**config.mk**
```make
export PLATFORM = sky130hd
export DESIGN_NAME = seg_display_capture_flat
export DESIGN_NICKNAME = d
export VERILOG_FILES = /design/src/rtl/seg_display_capture_if.sv /design/src/rtl/seg_display_capture.sv /design/src/flat_wrapper.sv
export SDC_FILE = /design/constraint.sdc
export NUM_CORES = 1
export LEC_CHECK = 0
export CAP_MARGIN = 20
export CORE_MARGIN = 3
export CORE_UTILIZATION = 53
export CTS_CLUSTER_DIAMETER = 40
export DETAILED_ROUTE_END_ITERATION = 8
export PLACE_DENSITY = 0.75
export SYNTH_ARGS = -nofsm -noshare
export SYNTH_HDL_FRONTEND = slang
export SYNTH_SLANG_ARGS = --single-unit
```
**constraint.sdc**
```tcl
create_clock -name clk_50mhz -period 2.6 [get_ports clk_50mhz]
set_input_delay 0.52 -clock clk_50mhz [delete_from_list [all_inputs] [get_ports clk_50mhz]]
set_output_delay 0.52 -clock clk_50mhz [all_outputs]
set_load 0.05 [all_outputs]
```
**src/rtl/seg_display_capture_if.sv**
```systemverilog
// Multiplexed 7-segment display bus as seen by the capture block, plus its decoded results.
interface seg_display_capture_if;
    logic [6:0]  mostrador;
    logic [3:0]  digits;
    logic [15:0] value;
    logic [3:0]  blank;
    logic        value_valid;
    logic        pattern_err;
    logic        scan_lost;

    modport master (
        output mostrador, digits,
        input  value, blank, value_valid, pattern_err, scan_lost
    );

    modport slave (
        input  mostrador, digits,
        output value, blank, value_valid, pattern_err, scan_lost
    );
endinterface

```
**src/rtl/seg_display_capture.sv**
```systemverilog
// Samples a scanned 4-digit 7-segment display, decodes it back to BCD and publishes
// a frame once it has been seen identically for STABLE_FRAMES complete scans.
module seg_display_capture #(
    parameter int unsigned SETTLE_CYCLES  = 64,
    parameter int unsigned STABLE_FRAMES  = 3,
    parameter int unsigned TIMEOUT_CYCLES = 2_000_000,
    parameter bit          SEG_ACTIVE_LOW = 1'b1,
    parameter bit          DIG_ACTIVE_LOW = 1'b1
) (
    input logic                  clk_50mhz,
    input logic                  init_pulse,
    seg_display_capture_if.slave bus
);
    localparam int unsigned SW = $clog2(SETTLE_CYCLES + 1);
    localparam int unsigned MW = $clog2(STABLE_FRAMES + 1);
    localparam int unsigned TW = $clog2(TIMEOUT_CYCLES + 1);

    typedef enum logic [1:0] {WAIT_SEL, SETTLE, SAMPLE, HOLD} state_t;

    state_t          state_q, state_d;
    logic [6:0]      mostrador_s1_q, mostrador_s2_q;
    logic [3:0]      digits_s1_q, digits_s2_q;
    logic [3:0]      sel_act_q, sel_act_d;
    logic [SW-1:0]   settle_cnt_q, settle_cnt_d;
    logic [TW-1:0]   tmo_cnt_q, tmo_cnt_d;
    logic [MW-1:0]   match_q, match_d;
    logic [3:0][3:0] frame_nib_q, frame_nib_d;
    logic [3:0]      frame_blank_q, frame_blank_d;
    logic [3:0]      frame_inv_q, frame_inv_d;
    logic [3:0]      seen_q, seen_d;
    logic [3:0][3:0] prev_nib_q, prev_nib_d;
    logic [3:0]      prev_blank_q, prev_blank_d;
    logic [15:0]     value_q, value_d;
    logic [3:0]      blank_q, blank_d;
    logic            value_valid_q, value_valid_d;
    logic            pattern_err_q, pattern_err_d;

    logic [6:0] seg;
    logic [3:0] sel;
    logic [3:0] dec_nib;
    logic       dec_blank, dec_inv;
    logic [1:0] slot;

    always_comb begin
        seg = SEG_ACTIVE_LOW ? ~mostrador_s2_q : mostrador_s2_q;
        sel = DIG_ACTIVE_LOW ? ~digits_s2_q : digits_s2_q;
    end

    always_comb begin
        dec_nib   = 4'hF;
        dec_blank = 1'b0;
        dec_inv   = 1'b0;
        case (seg)
            7'b1111110: dec_nib = 4'd0;
            7'b0110000: dec_nib = 4'd1;
            7'b1101101: dec_nib = 4'd2;
            7'b1111001: dec_nib = 4'd3;
            7'b0110011: dec_nib = 4'd4;
            7'b1011011: dec_nib = 4'd5;
            7'b1011111: dec_nib = 4'd6;
            7'b1110000: dec_nib = 4'd7;
            7'b1111111: dec_nib = 4'd8;
            7'b1111011: dec_nib = 4'd9;
            7'b0000000: dec_blank = 1'b1;
            default:    dec_inv = 1'b1;
        endcase
    end

    always_comb begin
        case (sel_act_q)
            4'b1000: slot = 2'd3;
            4'b0100: slot = 2'd2;
            4'b0010: slot = 2'd1;
            default: slot = 2'd0;
        endcase
    end

    always_comb begin
        state_d       = state_q;
        sel_act_d     = sel_act_q;
        settle_cnt_d  = settle_cnt_q;
        tmo_cnt_d     = tmo_cnt_q;
        match_d       = match_q;
        frame_nib_d   = frame_nib_q;
        frame_blank_d = frame_blank_q;
        frame_inv_d   = frame_inv_q;
        seen_d        = seen_q;
        prev_nib_d    = prev_nib_q;
        prev_blank_d  = prev_blank_q;
        value_d       = value_q;
        blank_d       = blank_q;
        value_valid_d = 1'b0;
        pattern_err_d = pattern_err_q;

        // Frame completion is evaluated one cycle after the SAMPLE that filled the last slot.
        if (seen_q == 4'hF) begin
            seen_d = '0;
            if (|frame_inv_q) begin
                pattern_err_d = 1'b1;
                match_d       = '0;
            end else begin
                pattern_err_d = 1'b0;
                if (frame_nib_q == prev_nib_q && frame_blank_q == prev_blank_q)
                    match_d = (match_q == MW'(STABLE_FRAMES)) ? match_q : match_q + MW'(1);
                else
                    match_d = MW'(1);
                prev_nib_d   = frame_nib_q;
                prev_blank_d = frame_blank_q;
                if (match_d == MW'(STABLE_FRAMES) &&
                    (frame_nib_q != value_q || frame_blank_q != blank_q)) begin
                    value_d       = frame_nib_q;
                    blank_d       = frame_blank_q;
                    value_valid_d = 1'b1;
                end
            end
        end

        case (state_q)
            WAIT_SEL: begin
                if ($onehot(sel)) begin
                    sel_act_d    = sel;
                    settle_cnt_d = '0;
                    state_d      = SETTLE;
                end
            end
            SETTLE: begin
                if (sel != sel_act_q)
                    state_d = WAIT_SEL;
                else if (settle_cnt_q == SW'(SETTLE_CYCLES - 1))
                    state_d = SAMPLE;
                else
                    settle_cnt_d = settle_cnt_q + SW'(1);
            end
            SAMPLE: begin
                frame_nib_d[slot]   = dec_nib;
                frame_blank_d[slot] = dec_blank;
                frame_inv_d[slot]   = dec_inv;
                seen_d[slot]        = 1'b1;
                state_d             = HOLD;
            end
            HOLD: begin
                if (sel != sel_act_q)
                    state_d = WAIT_SEL;
            end
            default: state_d = WAIT_SEL;
        endcase

        if (state_q == SAMPLE)
            tmo_cnt_d = '0;
        else if (tmo_cnt_q != TW'(TIMEOUT_CYCLES))
            tmo_cnt_d = tmo_cnt_q + TW'(1);

        // Losing the scan forgets stability history so a stale frame cannot republish.
        if (tmo_cnt_d == TW'(TIMEOUT_CYCLES) && tmo_cnt_q != TW'(TIMEOUT_CYCLES))
            match_d = '0;
    end

    always_ff @(posedge clk_50mhz) begin
        if (init_pulse) begin
            state_q        <= WAIT_SEL;
            mostrador_s1_q <= '0;
            mostrador_s2_q <= '0;
            digits_s1_q    <= '0;
            digits_s2_q    <= '0;
            sel_act_q      <= '0;
            settle_cnt_q   <= '0;
            tmo_cnt_q      <= '0;
            match_q        <= '0;
            frame_nib_q    <= '0;
            frame_blank_q  <= '0;
            frame_inv_q    <= '0;
            seen_q         <= '0;
            prev_nib_q     <= '0;
            prev_blank_q   <= '0;
            value_q        <= '1;
            blank_q        <= '1;
            value_valid_q  <= 1'b0;
            pattern_err_q  <= 1'b0;
        end else begin
            state_q        <= state_d;
            mostrador_s1_q <= bus.mostrador;
            mostrador_s2_q <= mostrador_s1_q;
            digits_s1_q    <= bus.digits;
            digits_s2_q    <= digits_s1_q;
            sel_act_q      <= sel_act_d;
            settle_cnt_q   <= settle_cnt_d;
            tmo_cnt_q      <= tmo_cnt_d;
            match_q        <= match_d;
            frame_nib_q    <= frame_nib_d;
            frame_blank_q  <= frame_blank_d;
            frame_inv_q    <= frame_inv_d;
            seen_q         <= seen_d;
            prev_nib_q     <= prev_nib_d;
            prev_blank_q   <= prev_blank_d;
            value_q        <= value_d;
            blank_q        <= blank_d;
            value_valid_q  <= value_valid_d;
            pattern_err_q  <= pattern_err_d;
        end
    end

    assign bus.value       = value_q;
    assign bus.blank       = blank_q;
    assign bus.value_valid = value_valid_q;
    assign bus.pattern_err = pattern_err_q;
    assign bus.scan_lost   = (tmo_cnt_q == TW'(TIMEOUT_CYCLES));
endmodule

```
**src/flat_wrapper.sv**
```systemverilog
// flat-port wrapper written by rule: the top's interface ports become plain ports
module seg_display_capture_flat 
#(
    parameter int unsigned SETTLE_CYCLES  = 64,
    parameter int unsigned STABLE_FRAMES  = 3,
    parameter int unsigned TIMEOUT_CYCLES = 2_000_000,
    parameter bit          SEG_ACTIVE_LOW = 1'b1,
    parameter bit          DIG_ACTIVE_LOW = 1'b1
)
  (clk_50mhz, init_pulse, bus_mostrador, bus_digits, bus_value, bus_blank, bus_value_valid, bus_pattern_err, bus_scan_lost);
  seg_display_capture_if bus_i ();
  input logic clk_50mhz;
  input logic init_pulse;
  input wire logic [$bits(bus_i.mostrador)-1:0] bus_mostrador;
  input wire logic [$bits(bus_i.digits)-1:0] bus_digits;
  output wire logic [$bits(bus_i.value)-1:0] bus_value;
  output wire logic [$bits(bus_i.blank)-1:0] bus_blank;
  output wire logic [$bits(bus_i.value_valid)-1:0] bus_value_valid;
  output wire logic [$bits(bus_i.pattern_err)-1:0] bus_pattern_err;
  output wire logic [$bits(bus_i.scan_lost)-1:0] bus_scan_lost;
  assign bus_i.mostrador = bus_mostrador;
  assign bus_i.digits = bus_digits;
  assign bus_value = bus_i.value;
  assign bus_blank = bus_i.blank;
  assign bus_value_valid = bus_i.value_valid;
  assign bus_pattern_err = bus_i.pattern_err;
  assign bus_scan_lost = bus_i.scan_lost;
  seg_display_capture #(.SETTLE_CYCLES(SETTLE_CYCLES), .STABLE_FRAMES(STABLE_FRAMES), .TIMEOUT_CYCLES(TIMEOUT_CYCLES), .SEG_ACTIVE_LOW(SEG_ACTIVE_LOW), .DIG_ACTIVE_LOW(DIG_ACTIVE_LOW)) u_core (.clk_50mhz(clk_50mhz), .init_pulse(init_pulse), .bus(bus_i));
endmodule
```
==> impl_metrics.json <==
{
  "yosys.area_share.simple_pct": 25.1,
  "syn2layout_area_growth_pct": 24.7,
  "synthFlopType": "dfxtp_1",
  "drv_slew": 0,
  "fin_tns_setup_ps": -106,
  "drt_iter0_markers": 427,
  "ys_seq_area_share_pct": 44.3,
  "drt-wirelength-per-cell_um": 15.6,
  "finalWirelength_mm": 13.6,
  "dieWidth_um": 110,
  "gp_congestion": 0.885,
  "synth_edf_count": 0,
  "placed_area_mm2": 0.00639,
  "drc_errors": 0,
  "critPathSlowestCell": "or4b_4",
  "async_reset_ff_share_pct": 0,
  "vias": 4990,
  "cts_buffers": 17,
  "clock.fmax_ghz": 0.369,
  "root_buffer": "clkbuf_8",
  "max-slew-margin-rel_pct": 47.3,
  "synth.avg_cell_area_um2": 8.59,
  "fin_skew_ps": 6.20,
  "syn_inst": 674,
  "cpMostUsedCell": "inv_4",
  "fin_cells": 873,
  "clock_path_buffers": 2,
  "synth_top_family_by_area": "simple AND/OR/NAND/NOR gates",
  "arrival_ps": 2190,
  "clkTransAtPathRegs_ps": 60,
  "tightest_slew_ps": 783,
  "grt_pass1_wl_mm": 22.6,
  "htreeDepth": 4,
  "finalSetupViolCount": 1,
  "hold_viol_final": 0,
  "syn_area_mm2": 0.00579,
  "synthXorXnorAreaFrac_pct": 10.4,
  "path_cells": "inv_4 > ha_4 > or4b_4 > nor4_4 > nand4_4 > buf_6 > inv_4 > buf_12",
  "utilization_pct": 69.0,
  "peakVddDrop_mv": 0.594,
  "drive_gt1_share_pct": 14.8,
  "placed_cells": 830,
  "crit_required_ps": 2080,
  "worst_slack_ps": -106,
  "antenna_found_initial": 0,
  "synthAdderAreaFrac_pct": 1.64,
  "cap_violations": 0,
  "num_io_pins": 36,
  "drt_pass1_iterations": 4,
  "ctsHoldBuffers": 0,
  "final_cell_area_mm2": 0.00722,
  "clkLatencyLatePin_ps": 520,
  "violations": "negative setup slack",
  "synth_compound_area_share_pct": 12.9,
  "die_h_um": 110,
  "gr-total-overflow": 0,
  "port_buffers": 35,
  "leakage_nw": 2.70,
  "power_density_mw_per_mm2": 668,
  "antenna_left": 0,
  "synth_warnings": 0,
  "numClockSinks": 128,
  "fin_crit_sh_pct": 104,
  "multiInputGateArea_mm2": 0.00309,
  "grtUsageTotal_pct": 22.3,
  "status": "finished, violations left",
  "endpoint_kind": "output port",
  "core.rowCount": 37,
  "period_minus_slack_ps": 2710,
  "min_path_type": "flip-flop to flip-flop",
  "dpl.hpwl_mm": 8.95,
  "final_cell_mix": "dfxtp_1 (121), nor2_1 (63), nand2_1 (61)",
  "antenna-diode-count": 0,
  "yosysUniqueCellTypes": 60,
  "start_kind": "flip-flop",
  "initial_core_util_pct": 55.3,
  "synth-seq-cells": 128,
  "grt_pass1_vias": 4782,
  "fill_cells": 843,
  "synth.mux.area_fraction_pct": 1.75,
  "core_area_mm2": 0.0105,
  "place_ws_ps": 32.1,
  "postSynthNetCount": 694,
  "crit_fanout": 2,
  "post_drt_via_cell_ratio": 5.72,
  "ff_latch_area_mm2": 0.00258,
  "crit_type": "flip-flop to output port",
  "nets": 744,
  "cts_tree": "yes",
  "cp_slowest_stage_delay_ps": 460,
  "die-area_mm2": 0.0122,
  "grt_max_degree": 75,
  "final_common_cell": "dfxtp_1",
  "rsz0062_at_grt": "yes"
}
synthesized netlist by cell type, types with 5 or more instances:
master    number  share of area [%]
dfxtp_1      128                 44
nor2_1        65                4.2
nand2_1       61                4.0
nand3_1       54                4.7
xor2_1        52                7.9
a21oi_1       43                3.7
clkbuf_1      42                2.7
nor2b_1       28                3.0
o21ai_0       23                2.0
xnor2_1       17                2.6
a211oi_1      15                1.9
nor3_1        14                1.2
nor4_1        14                1.5
inv_1         12               0.78
nand4_1       12                1.3
mux2i_1        9                1.6
o21ai_1        9               0.78
a31oi_1        6               0.65
ha_1           6                1.3
nand2b_1       6               0.65
or3_1          5               0.54
registers in the layout, indices dropped and copies added, names as in the netlist, 7 cells and up, named ones only:
name	cells
u_core.tmo_cnt_q	21
u_core.bus.value	16
u_core.frame_nib_q	16
u_core.prev_nib_q	16
u_core.mostrador_s1_q	7
u_core.mostrador_s2_q	7
u_core.settle_cnt_q	7
critical path: cells and delay by family (launching register included):
family	cells	cell delay (ps)
AND/OR/NAND/NOR	3	810
flip-flops	1	360
adder cells (fa/ha/maj)	1	110
buffers and inverters	4	390
metal layers:
| layer | GRT usage [%] | vias to the layer above | part of all wire [%] |
|---|---|---|---|
| li1 | - | 2455 | - |
| met4 | 8.70 | 0 | 1.6 |
| met2 | 36.2 | 129 | 48 |
| met5 | 0 | - | 0 |
| met1 | 28.7 | 2382 | 46 |
| met3 | 5.21 | 24 | 5.0 |
metrics by stage:
| step | hold slack (ps) | power [mW] |
|---|---|---|
| finish | 432 | 4.82 |
| global route | 445 | 4.98 |
| CTS | 437 | 4.83 |
| detailed placement | 424 | 2.27 |
| global placement | 418 | 2.25 |
| floorplan | 414 | 2.20 |
cell families (layout without fill, tap and decap cells):
| logic type | after synthesis | count (layout) |
|---|---|---|
| compound gates | 121 | 121 |
| xor+xnor | 69 | 69 |
| fa+ha+maj | 7 | 7 |
| buf+inv | 57 | 120 |
| flops | 128 | 128 |
| mux | 10 | 10 |
| simple gates | 282 | 282 |
where the power goes:
group,leakage [nW],internal (mW),switching (mW)
clock network,0.315,1.73,0.829
logic,1.34,0.105,0.131
registers,1.04,1.99,0.0345
total,2.70,3.82,0.995
final timing paths:
check / startpoint / endpoint / slack (ps) / cells after the start
min reg2reg: u_core.mostrador_s1_q[2] / u_core.mostrador_s2_q[2] / 430 / 1
max: u_core.tmo_cnt_q[1] / bus_scan_lost / -110 / 8
max reg2reg: u_core.tmo_cnt_q[1] / u_core.match_q[0] / 40 / 10
min: u_core.mostrador_s1_q[2] / u_core.mostrador_s2_q[2] / 430 / 1
area by class of cell:
class                      instances  area share (%)
multi-input combinational        489            42.9
sequential                       128            35.7
timing repair buffer              76            9.43
inverter                          12           0.728
clock inverter                    10            2.51
clock buffer                      22            6.41
tap                              136            2.36
timing repair:
action / CTS / global route
setup buffers: 5 / 6
hold endpoints to repair: 0 / 0
pin swaps: 2 / 5
cloned: 0 / 0
resized for setup: 11 / 22
setup endpoints to repair: 1 / 26
Note: power is estimated with default switching activity, not from simulation.
